### src/rtl/fir_out_buffer.sv
// Output stage for the FIR: captures each decimated sample, discards SKIP settling
// samples after fir_valid rises, and queues the rest in a FIFO. Define OUTBUF_STATS_EN for drop/high-water stats.
module fir_out_buffer #(
  parameter int WIDTH      = 14,
  parameter int DEPTH      = 16,
  parameter int SKIP       = 2,
  parameter int SIGNED_OUT = 1
) (
  input  logic                     clk,
  input  logic                     rst,
  input  logic                     fir_clk_ds,
  input  logic [WIDTH-1:0]         fir_data,
  input  logic                     fir_valid,
  output logic [WIDTH-1:0]         out_data,
  output logic                     out_valid,
  input  logic                     out_ready,
  output logic [$clog2(DEPTH):0]   level,
  output logic                     overflow
`ifdef OUTBUF_STATS_EN
  ,
  output logic [15:0]              drop_count,
  output logic [$clog2(DEPTH):0]   max_level
`endif
);

  localparam int AW = $clog2(DEPTH);
  localparam logic [1:0] IDLE  = 2'd0;
  localparam logic [1:0] PRIME = 2'd1;
  localparam logic [1:0] RUN   = 2'd2;
  localparam logic [7:0] SKIP_INIT = 8'(SKIP - 1);
  localparam logic       INV_MSB   = (SIGNED_OUT != 0);

  logic             ds_q;
  logic             cap;
  logic [1:0]       state_reg, state_next;
  logic [7:0]       skip_cnt_reg, skip_cnt_next;
  logic [AW:0]      wr_ptr_reg, rd_ptr_reg;
  logic [WIDTH-1:0] mem [DEPTH];
  logic [WIDTH-1:0] wdata;
  logic             push_req, push, pop, drop, full, empty;

  // fir_data settles one clk after the downsampled clock rises, hence the delayed strobe.
  always_ff @(posedge clk or posedge rst) begin
    if (rst) begin
      ds_q <= 1'b0;
      cap  <= 1'b0;
    end else begin
      ds_q <= fir_clk_ds;
      cap  <= fir_clk_ds & ~ds_q;
    end
  end

  // The capture that wakes the FSM from IDLE is itself the first discarded sample.
  always_comb begin
    state_next    = state_reg;
    skip_cnt_next = skip_cnt_reg;
    push_req      = 1'b0;
    if (!fir_valid) begin
      state_next = IDLE;
    end else if (cap) begin
      case (state_reg)
        IDLE: begin
          if (SKIP == 0) begin
            push_req   = 1'b1;
            state_next = RUN;
          end else if (SKIP == 1) begin
            state_next = RUN;
          end else begin
            state_next    = PRIME;
            skip_cnt_next = SKIP_INIT;
          end
        end
        PRIME: begin
          if (skip_cnt_reg == 8'd1) state_next = RUN;
          else skip_cnt_next = skip_cnt_reg - 8'd1;
        end
        RUN:     push_req = 1'b1;
        default: state_next = IDLE;
      endcase
    end
  end

  assign wdata = {fir_data[WIDTH-1] ^ INV_MSB, fir_data[WIDTH-2:0]};
  assign empty = (wr_ptr_reg == rd_ptr_reg);
  assign full  = (wr_ptr_reg[AW] != rd_ptr_reg[AW]) &&
                 (wr_ptr_reg[AW-1:0] == rd_ptr_reg[AW-1:0]);
  assign pop   = ~empty & out_ready;
  // A pop in the same cycle frees the slot the write lands in.
  assign push  = push_req & (~full | pop);
  assign drop  = push_req & full & ~pop;

  assign out_valid = ~empty;
  assign out_data  = empty ? '0 : mem[rd_ptr_reg[AW-1:0]];
  assign level     = wr_ptr_reg - rd_ptr_reg;

  always_ff @(posedge clk) begin
    if (push) mem[wr_ptr_reg[AW-1:0]] <= wdata;
  end

  always_ff @(posedge clk or posedge rst) begin
    if (rst) begin
      state_reg    <= IDLE;
      skip_cnt_reg <= '0;
      wr_ptr_reg   <= '0;
      rd_ptr_reg   <= '0;
      overflow     <= 1'b0;
`ifdef OUTBUF_STATS_EN
      drop_count   <= '0;
      max_level    <= '0;
`endif
    end else begin
      state_reg    <= state_next;
      skip_cnt_reg <= skip_cnt_next;
      if (push) wr_ptr_reg <= wr_ptr_reg + 1'b1;
      if (pop)  rd_ptr_reg <= rd_ptr_reg + 1'b1;
      if (drop) overflow <= 1'b1;
`ifdef OUTBUF_STATS_EN
      if (drop && drop_count != 16'hFFFF) drop_count <= drop_count + 16'd1;
      if (level > max_level) max_level <= level;
`endif
    end
  end

endmodule
### config.mk
export PLATFORM = sky130hd
export DESIGN_NAME = fir_out_buffer
export DESIGN_NICKNAME = d
export VERILOG_FILES = /design/src/rtl/fir_out_buffer.sv
export SDC_FILE = /design/constraint.sdc
export NUM_CORES = 1
export LEC_CHECK = 0
export ABC_AREA = 1
export BUFFER_PORTS_ARGS = -buffer_cell sky130_fd_sc_hd__buf_2
export CAP_MARGIN = 20
export CELL_PAD_IN_SITES_DETAIL_PLACEMENT = 1
export CELL_PAD_IN_SITES_GLOBAL_PLACEMENT = 1
export CORE_ASPECT_RATIO = 0.5
export CORE_MARGIN = 2
export CORE_UTILIZATION = 49
export CTS_CLUSTER_SIZE = 24
export DETAILED_ROUTE_END_ITERATION = 12
export PLACE_DENSITY_LB_ADDON = 0.1
export RECOVER_POWER = 100
export SYNTH_ARGS = -nofsm -noshare
export SYNTH_HDL_FRONTEND = slang
export SYNTH_SLANG_ARGS = --single-unit
### constraint.sdc
create_clock -name clk -period 3.5 [get_ports clk]
set_input_delay 0.175 -clock clk [delete_from_list [all_inputs] [get_ports clk]]
set_output_delay 0.175 -clock clk [all_outputs]
set_load 0.05 [all_outputs]
* Word-level counts from Yosys, hierarchy flattened
Memories as Yosys holds them, arrays and structs flattened.
Index checks and enable logic that the tools add are counted.
** Storage, ports and cells
- Memory bits (writable) :: 224
- Memories kept :: 1
- Register bits :: 23
- Bits of input ports :: 19
- Logic and storage cells :: 50
- Output and inout bits :: 21
** Memories
- mem :: depth 16, bits a word 14, rd ports 1, clocked after Yosys merged registers in 0, wr ports 1, RTL line 38 : logic [WIDTH-1:0] mem [DEPTH];
** Cells by class
- Bitwise gates (word level) :: 11
- Equality and inequality tests :: 10
- $add $sub $neg :: 4
- Mux-type cells :: 12
- Reductions and logical operators :: 5
** Operator list (count)
- 8-bit case mux with 2 select lines :: 1
- 14-bit 2-to-1 mux :: 1
- 5-bit by 1-bit adder with 5-bit output, second input constant :: 2
- 8-bit by 1-bit equality test with 1-bit output, second input constant :: 1
- 8-bit 2-to-1 mux :: 1
- 8-bit by 1-bit subtractor with 8-bit output, second input constant :: 1
- 2-bit 2-to-1 mux :: 3
- 2-bit case mux with 3 select lines :: 1
- 1-bit AND :: 5
- 5-bit equality test :: 1
- 1-bit 2-to-1 mux :: 5
- 1-bit NOT :: 5
- 5-bit subtractor :: 1
- 4-bit equality test :: 1
- 2-bit != test, second input constant :: 2
- 4-bit AND reduction :: 1
- 3-bit != test, second input constant :: 1
- 3-bit AND reduction :: 1
- 2-bit by 1-bit equality test with 1-bit output, second input constant :: 1
- 2-bit equality test, second input constant :: 1
- 2-bit logical NOT :: 1
- 2-bit by 1-bit != test with 1-bit output, second input constant :: 1
- 2-bit nonzero test :: 1
- 1-bit logical AND :: 1
- other kinds (2) :: 2

* Logic depth before layout (Yosys ltp)
Gate-level depths: netlist (run 1).
- Depth after elaboration :: 7
- Gate-level depth with buffers :: 12
- Mapped depth without buffers :: 10

* Least setup slack after synthesis (run 1)
Ideal clock, no wire load.
- Kind :: flip-flop to output port
- From :: reg rd_ptr_reg[2]
- To :: out out_data[10]
- Buffers on the path :: 3
- Cell stages (with the launch flop) :: 11
- Path slack :: 459 ps
- Data required time :: 3325 ps
- Arrival time :: 2866 ps
- Path through :: dfrtp_1 > buf_2 > inv_1 > clkbuf_1 > ha_1 > nand2_1 > nor2_2 > nand2_1 > inv_2 > buf_2 > a21oi_1
** Between the ends
- Longest elaborated chain between the ends :: 2
- Elaborated cells between the ends (all ways) :: 3
- Those cells by class :: 1 x eq/ne; 1 x mux; 1 x memory
** RTL lines
- from (decl) :: RTL line 37 : logic [AW:0] wr_ptr_reg, rd_ptr_reg;
- from (signal assigned) :: RTL line 115 : if (pop) rd_ptr_reg <= rd_ptr_reg + 1'b1;
- memory 16 x 14 bit or 5-bit equality test (tied branches)
- 14-bit 2-to-1 mux * :: RTL line 93 : assign out_data = empty ? '0 : mem[rd_ptr_reg[AW-1:0]];
- to (decl) :: RTL line 14 : output logic [WIDTH-1:0] out_data,
Every way passes the cells marked *; elsewhere a longest branch is shown, timed or not.

* Worst setup path in the final report (run 1)
- From :: reg rd_ptr_reg[0]
- To :: out level[4]
** Between the ends
- Longest elaborated chain between the ends :: 1
** RTL lines
- 5-bit subtractor :: RTL line 94 : assign level = wr_ptr_reg - rd_ptr_reg;
- to (decl) :: RTL line 17 : output logic [$clog2(DEPTH):0] level,
Every way passes these cells.

==> results.md, run 1 <==
- Via count: 8001
- Max-slew violation count: 0
- Detailed Place HPWL: a little over 20 mm
- Power share of the clock group: around a quarter
- Port Buf Inserts: 39
- Number of iterations in the first detailed-routing pass: 5
- Internal power: 5.50 mW
- Unique cell type count in the Yosys netlist: 26
- Cell area after technology mapping: 11100 µm²
- Number of CTS-inserted buffers: 23
- Worst setup skew after layout: roughly 13 ps
- Number of antenna violations at the first check in global routing: 1
- RSZ-0062 raised after global routing: false
- Top layer in use: met4
- Starting utilization of the core area: 50.4%
- Start point of the critical path: rd_ptr_reg[0]
- Dominant combinational cell family by area after synthesis: simple AND/OR/NAND/NOR gates
- Last weighted congestion value of the routability-driven placer: between 0.8 and 0.9
- Net Count, Synth: 1152
- Kind of start point of the critical path: flip-flop
- Worst-case vdd ir drop: 792 µV
- Number of DRC violations after detailed-routing iteration 0: about 810
- Length of routed wiring on met1: 13.8 mm
- Clock period minus final worst setup slack: between 3000 and 4000 ps
- Worst-skew pair later-pin latency: ~530 ps
- Share of cell area taken by muxes after synthesis: 0%
- Total negative slack: 0 ps
- Fin worst setup slack: 239 ps
- Post-Place Cell Area: roughly 12000 µm²
- Met2 routed wirelength: roughly 16 mm
- Ys Warns: 0
- Post-route core utilization: between 50% and 60%
- Pwr Density: between 700 and 800 nW/µm²
- Share of power burned in registers: about a third
- Leading cell type in the layout, fill and taps excluded: sky130_fd_sc_hd__nand2_1
- Cts repair resizes: 0
- Ports placed on the boundary: 40
- Final setup violation count: 0
- Sum of internal, switching and leakage power: 9.80 mW
- Fin. Hold Viols: 0
- Arrival time at the worst endpoint: between 3000 and 4000 ps
- Routed wl met3: roughly 1.9 mm
- Sequential-to-total area share from yosys stat: roughly 66%
- Overall routing resource usage: ~28%
- Vertical die dimension: roughly 110 µm
- Diodes inserted: 0
- Count of standard-cell rows: 38
- Routed length per instance: 21.7 µm
- Min-delay worst type: input port to async pin
- Global-route wire length before repair: approximately 50 mm
- Start-to-end type of the worst setup path: flip-flop to output pin
- NetSw: 4.30 mW
- Leftover overflow at the end of global routing: 0
- Complex-gate fraction of the synthesized area: under 10%
- Nets@finish: 1200
- Leakage power figure: between 5 and 6 nW
- Highest-count cells in the layout ignoring fill and taps: sky130_fd_sc_hd__nand2_1, sky130_fd_sc_hd__edfxtp_1, sky130_fd_sc_hd__inv_1
- Layout cells sized above 1: between 6 and 7%
- Combinational Power Share: roughly two fifths
- Worst hold slack across all endpoints: 83.0 ps
- Number of standard cells in the layout, taps in and fillers out: about 1500
- Worst slew pin tran: 1310 ps
- Adder-Cell Fraction of Synth Area: under 10%
- Pin count of the biggest net entering global routing: 80
- Total core area: between 20000 and 25000 µm²
- Flip-flop count of the largest register after layout: 224
- CTS max path bufs: 3
- Hold-fix buffers, CTS: 4
- Largest fanout on the critical path: 38
- XOR/XNOR Fraction of Synth Area: under 10%
- Data required time at the worst endpoint: about 3300 ps
- Yosys reg bits: approximately 250
- Clock sink count: roughly 250
- DRC violations left: 0
- Worst-path clk slew: approximately 60 ps
- Outcome: finished clean
- Max_cap viols: 0
- Via count of the first global-routing pass: 8420
- Count of buffers added by post-CTS timing repair for setup: 0
- Maximum achievable frequency: approximately 300 MHz
- Max-slew headroom: approximately an eighth
- Fraction of power spent switching nets: a little over two fifths
- Number of nets with antenna violations after routing: 0
- Source of the worst register-to-register timing path: rd_ptr_reg[2]
- Fraction of the mapped netlist area in simple logic gates: about 22%
- Critical Path Sink Type: output pin
- H-Tree Level Count: 1
- Placed Cells incl. Taps: approximately 1400
- Final cycle utilization of the critical path: between 90% and 100%
- Detail-routed via count per cell: 5.39
- Post-route cell area: about 12000 µm²
- Avg Synthesized Cell Area: ~10 µm²
- Number of cells produced by synthesis: approximately 1100
- Area growth from synthesis to final layout: 11.0%
- Clock tree from TritonCTS: yes
- Setup slack at placement: between 900 and 1000 ps
- Die X: 216 µm
- Total die area: ~24000 µm²
- Clock root cell: sky130_fd_sc_hd__clkbuf_16
- Total length of routed wires: 32.3 mm
path summary, 6_finish.rpt:
kind / to / slack (ps) / cells past startpoint
max: level[4] / 240 / 5
min: state_reg[0] / 80 / 3
max reg2reg: mem[13][10] / 330 / 8
min reg2reg: cap / 430 / 1
max in group asynchronous: rd_ptr_reg[0] / 1800 / 4
min in group clk: ds_q / 320 / 2
critical path, stage by stage, from the launching register on:
cell                       delay, ps
sky130_fd_sc_hd__dfrtp_4         680
sky130_fd_sc_hd__ha_1            310
sky130_fd_sc_hd__fa_1            420
sky130_fd_sc_hd__o21ai_0         290
sky130_fd_sc_hd__xor2_1          340
sky130_fd_sc_hd__clkbuf_1        510
synth_stat cells:
cell | instances | area share, %
sky130_fd_sc_hd__buf_1 | 4 | 0.14
sky130_fd_sc_hd__nor2_1 | 32 | 1.1
sky130_fd_sc_hd__edfxtp_1 | 224 | 61
sky130_fd_sc_hd__clkbuf_1 | 13 | 0.44
sky130_fd_sc_hd__nand4_1 | 2 | 0.11
sky130_fd_sc_hd__inv_1 | 179 | 6.1
sky130_fd_sc_hd__dfrtp_1 | 23 | 5.2
sky130_fd_sc_hd__fa_1 | 1 | 0.18
sky130_fd_sc_hd__a21oi_1 | 18 | 0.81
sky130_fd_sc_hd__buf_4 | 7 | 0.48
sky130_fd_sc_hd__nand3_1 | 126 | 5.7
sky130_fd_sc_hd__nand2_1 | 423 | 14
sky130_fd_sc_hd__inv_2 | 3 | 0.10
sky130_fd_sc_hd__ha_1 | 11 | 1.2
sky130_fd_sc_hd__o21ai_0 | 12 | 0.54
sky130_fd_sc_hd__a21oi_4 | 1 | 0.15
sky130_fd_sc_hd__nor2_2 | 1 | 0.057
sky130_fd_sc_hd__xor2_1 | 10 | 0.79
sky130_fd_sc_hd__nand3b_1 | 1 | 0.068
sky130_fd_sc_hd__xnor2_1 | 3 | 0.24
sky130_fd_sc_hd__nor3_2 | 1 | 0.091
sky130_fd_sc_hd__nand2_2 | 2 | 0.11
sky130_fd_sc_hd__a21boi_0 | 1 | 0.068
sky130_fd_sc_hd__o21bai_1 | 2 | 0.14
sky130_fd_sc_hd__nor3b_1 | 1 | 0.068
sky130_fd_sc_hd__buf_2 | 20 | 0.91
final cells by class:
| type | count | area [µm²] |
|---|---|---|
| clock buffers | 33 | 643 |
| clock inverters | 8 | 36.3 |
| fillers | 2501 | 9650 |
| inverters | 182 | 684 |
| multi-input cells | 648 | 2840 |
| flip-flops and latches | 247 | 7310 |
| well taps | 300 | 375 |
| repair buffers | 67 | 385 |
routing by layer:
| layer | track usage (%) | up-vias |
|---|---|---|
| met1 | 37.5 | 4038 |
| met4 | 9.88 | 0 |
| met5 | 0 | - |
| li1 | - | 3668 |
| met2 | 48.0 | 238 |
| met3 | 4.80 | 57 |
kinds of logic (layout without fill, tap and decap cells):
kind of cell / Yosys count / in the layout
flops: 247 / 247
simple gates: 589 / 589
xor+xnor: 13 / 13
fa+ha+maj: 12 / 12
compound gates: 34 / 34
buf+inv: 226 / 290
power groups by stage:
stage | clock network (mW) | logic [mW] | registers (mW)
after floorplan | 0 | 2.86 | 3.38
after global placement | 0 | 3.86 | 3.51
after detailed placement | 0 | 3.95 | 3.51
after CTS | 2.39 | 4.00 | 3.45
after global routing | 2.51 | 4.33 | 3.47
final | 2.36 | 3.99 | 3.46
Power figures use the tool's default switching activity.
==> run 2: changes to the inputs <==
--- a/config.mk
+++ b/config.mk
@@ -8,10 +8,9 @@
 export ABC_AREA = 1
 export BUFFER_PORTS_ARGS = -buffer_cell sky130_fd_sc_hd__buf_2
 export CAP_MARGIN = 20
-export CELL_PAD_IN_SITES_DETAIL_PLACEMENT = 1
+export CELL_PAD_IN_SITES_DETAIL_PLACEMENT = 0
 export CELL_PAD_IN_SITES_GLOBAL_PLACEMENT = 1
 export CORE_ASPECT_RATIO = 0.5
-export CORE_MARGIN = 2
 export CORE_UTILIZATION = 49
 export CTS_CLUSTER_SIZE = 24
 export DETAILED_ROUTE_END_ITERATION = 12
==> constraint.sdc (replaced) <==
create_clock -name clk -period 3.4 [get_ports clk]
set_input_delay 0.17 -clock clk [delete_from_list [all_inputs] [get_ports clk]]
set_output_delay 0.17 -clock clk [all_outputs]
set_load 0.05 [all_outputs]
==> run 2 against run 1 <==
Compared with the run above: cell count rose by 0.13%; hold slack got worse by 27 ps; sequential cell count did not move; sequential share of layout area fell by 0.079 points; design area rose by 0.13%; wire length fell by 18%; clock skew rose by 1.8 ps; register-to-register slack barely moved; global-route usage fell by 4.4 points; largest power group unchanged.
==> results.md, run 2 (synthesis gave the netlist of run 1 again) <==
- Largest fanout on the critical path: 15
- Clock period minus final worst setup slack: 3170 ps
- Worst-skew pair later-pin latency: 530 ps
- Total die area: roughly 23000 µm²
- Placed Cells incl. Taps: ~1400
- Pwr Density: ~810 nW/µm²
- Ports placed on the boundary: 40
- Area growth from synthesis to final layout: 11.1%
- Critical Path Sink Type: output pin
- Clock root cell: sky130_fd_sc_hd__clkbuf_16
- Leftover overflow at the end of global routing: 0
- Post-route cell area: 12300 µm²
- Path depth of the worst reg2reg path: 8
- Detailed Place HPWL: 16.4 mm
- Maximum achievable frequency: 316 MHz
- Worst setup skew after layout: 14.8 ps
- Final cycle utilization of the critical path: between 90 and 100%
- Global-route wire length before repair: 40.9 mm
- Overall routing resource usage: between 20% and 30%
- Arrival time at the worst endpoint: 3000 ps
- Min-delay worst type: input port to async pin
- Start-to-end type of the worst setup path: flip-flop to output pin
- Max_cap viols: 0
- Outcome: finished clean
- Kind of start point of the critical path: flip-flop
- Die X: about 210 µm
- Routed length per instance: between 15 and 20 µm
- Timing endpoint of the critical path: out_data[1]
- Worst-case vdd ir drop: approximately 1200 µV
- DRC violations left: 0
- Count of buffers added by post-CTS timing repair for setup: 0
- Leading cell type in the layout, fill and taps excluded: sky130_fd_sc_hd__nand2_1
- Last weighted congestion value of the routability-driven placer: ~0.86
- Flip-flop count of the largest register after layout: roughly 220
- Worst-path clk slew: 60 ps
- H-Tree Level Count: 1
- Start point of the critical path: rd_ptr_reg[2]
- Highest-count cells in the layout ignoring fill and taps: sky130_fd_sc_hd__nand2_1, sky130_fd_sc_hd__edfxtp_1, sky130_fd_sc_hd__inv_1
- Source of the worst register-to-register timing path: rd_ptr_reg[2]
- Number of CTS-inserted buffers: 23
- Reg-to-reg endpoint: mem[5][4]
- Worst R2R Setup Slack: about 320 ps
- CTS max path bufs: 3
- Worst hold slack across all endpoints: about 57 ps
- Setup slack at placement: just under 700 ps
- Final setup violation count: 0
- Number of nets with antenna violations after routing: 0
- Pin count of the biggest net entering global routing: 71
- Layout cells sized above 1: 6.23%
- Fin worst setup slack: roughly 230 ps
- Fin. Hold Viols: 0
- Max-slew headroom: between 15 and 20%
- Via count: 7365
- Number of antenna violations at the first check in global routing: 1
- Cts repair resizes: 0
- Port Buf Inserts: 39
- Clock sink count: about 250
- Diodes inserted: 0
- Via count of the first global-routing pass: around 7000
- Vertical die dimension: 108 µm
- Leakage power figure: 5.34 nW
- Data required time at the worst endpoint: ~3200 ps
- Total negative slack: 0 ps
- Starting utilization of the core area: between 50% and 60%
- Detail-routed via count per cell: approximately 5.0
- Count of standard-cell rows: 38
- Clock tree from TritonCTS: yes
- Hold-fix buffers, CTS: 4
- Number of iterations in the first detailed-routing pass: 5
- RSZ-0062 raised after global routing: false
- Number of DRC violations after detailed-routing iteration 0: 771
- Total core area: 21900 µm²
- Nets@finish: approximately 1200
- Worst slew pin tran: 1270 ps
- Total length of routed wires: about 26 mm
- Number of standard cells in the layout, taps in and fillers out: between 1000 and 1500
- Max-slew violation count: 0
- Post-Place Cell Area: ~12000 µm²
[run 2: per-stage QoR]
stage / util, % / power, mW
detailed placement: 53.0 / 7.56
CTS: 56.4 / 10.1
floorplan: - / 6.43
global route: 56.0 / 10.5
global placement: 53.0 / 7.55
finish: 56.0 / 9.97
[run 2: power breakdown]
group	internal (mW)	total, mW	switching, mW
clock network	1.39	2.49	1.10
logic	0.972	4.03	3.06
registers	3.38	3.45	0.0684
[run 2: layer usage]
layer | part of all wire, % | vias up | global-route usage, % | wire length, µm
met2 | 45 | 188 | 38.0 | 11900
met1 | 47 | 3469 | 35.1 | 12300
met4 | 1.6 | 0 | 4.39 | 437
met5 | 0 | - | 0 | 0
met3 | 6.8 | 37 | 3.63 | 1810
li1 | - | 3671 | - | -
[run 2: worst min path at each step]
stage	end	slack, ps	cells past startpoint
final	ds_q	60	3
after global routing	ds_q	70	3
after CTS	mem[6][4]	60	1
after detailed placement	ds_q	290	1
after global placement	ds_q	290	1
after floorplan	cap	170	1
[run 2: critical path, stage by stage, from the launching register on]
cell	delay, ps
sky130_fd_sc_hd__dfrtp_1	370
sky130_fd_sc_hd__inv_1	440
sky130_fd_sc_hd__ha_1	280
sky130_fd_sc_hd__nand2_1	80
sky130_fd_sc_hd__nor2_1	270
sky130_fd_sc_hd__nand2_1	250
sky130_fd_sc_hd__inv_1	370
sky130_fd_sc_hd__a21oi_1	130
sky130_fd_sc_hd__clkbuf_2	260
[run 2: final cells by class]
type                            instances  area [µm²]
Timing Repair Buffer                   70         367
Clock buffer                           27         591
Sequential cell                       247        7310
Inverter                              182         684
Clock inverter                         13         113
Tap cell                              300         375
Multi-Input combinational cell        648        2850
Fill cell                            1914        9630
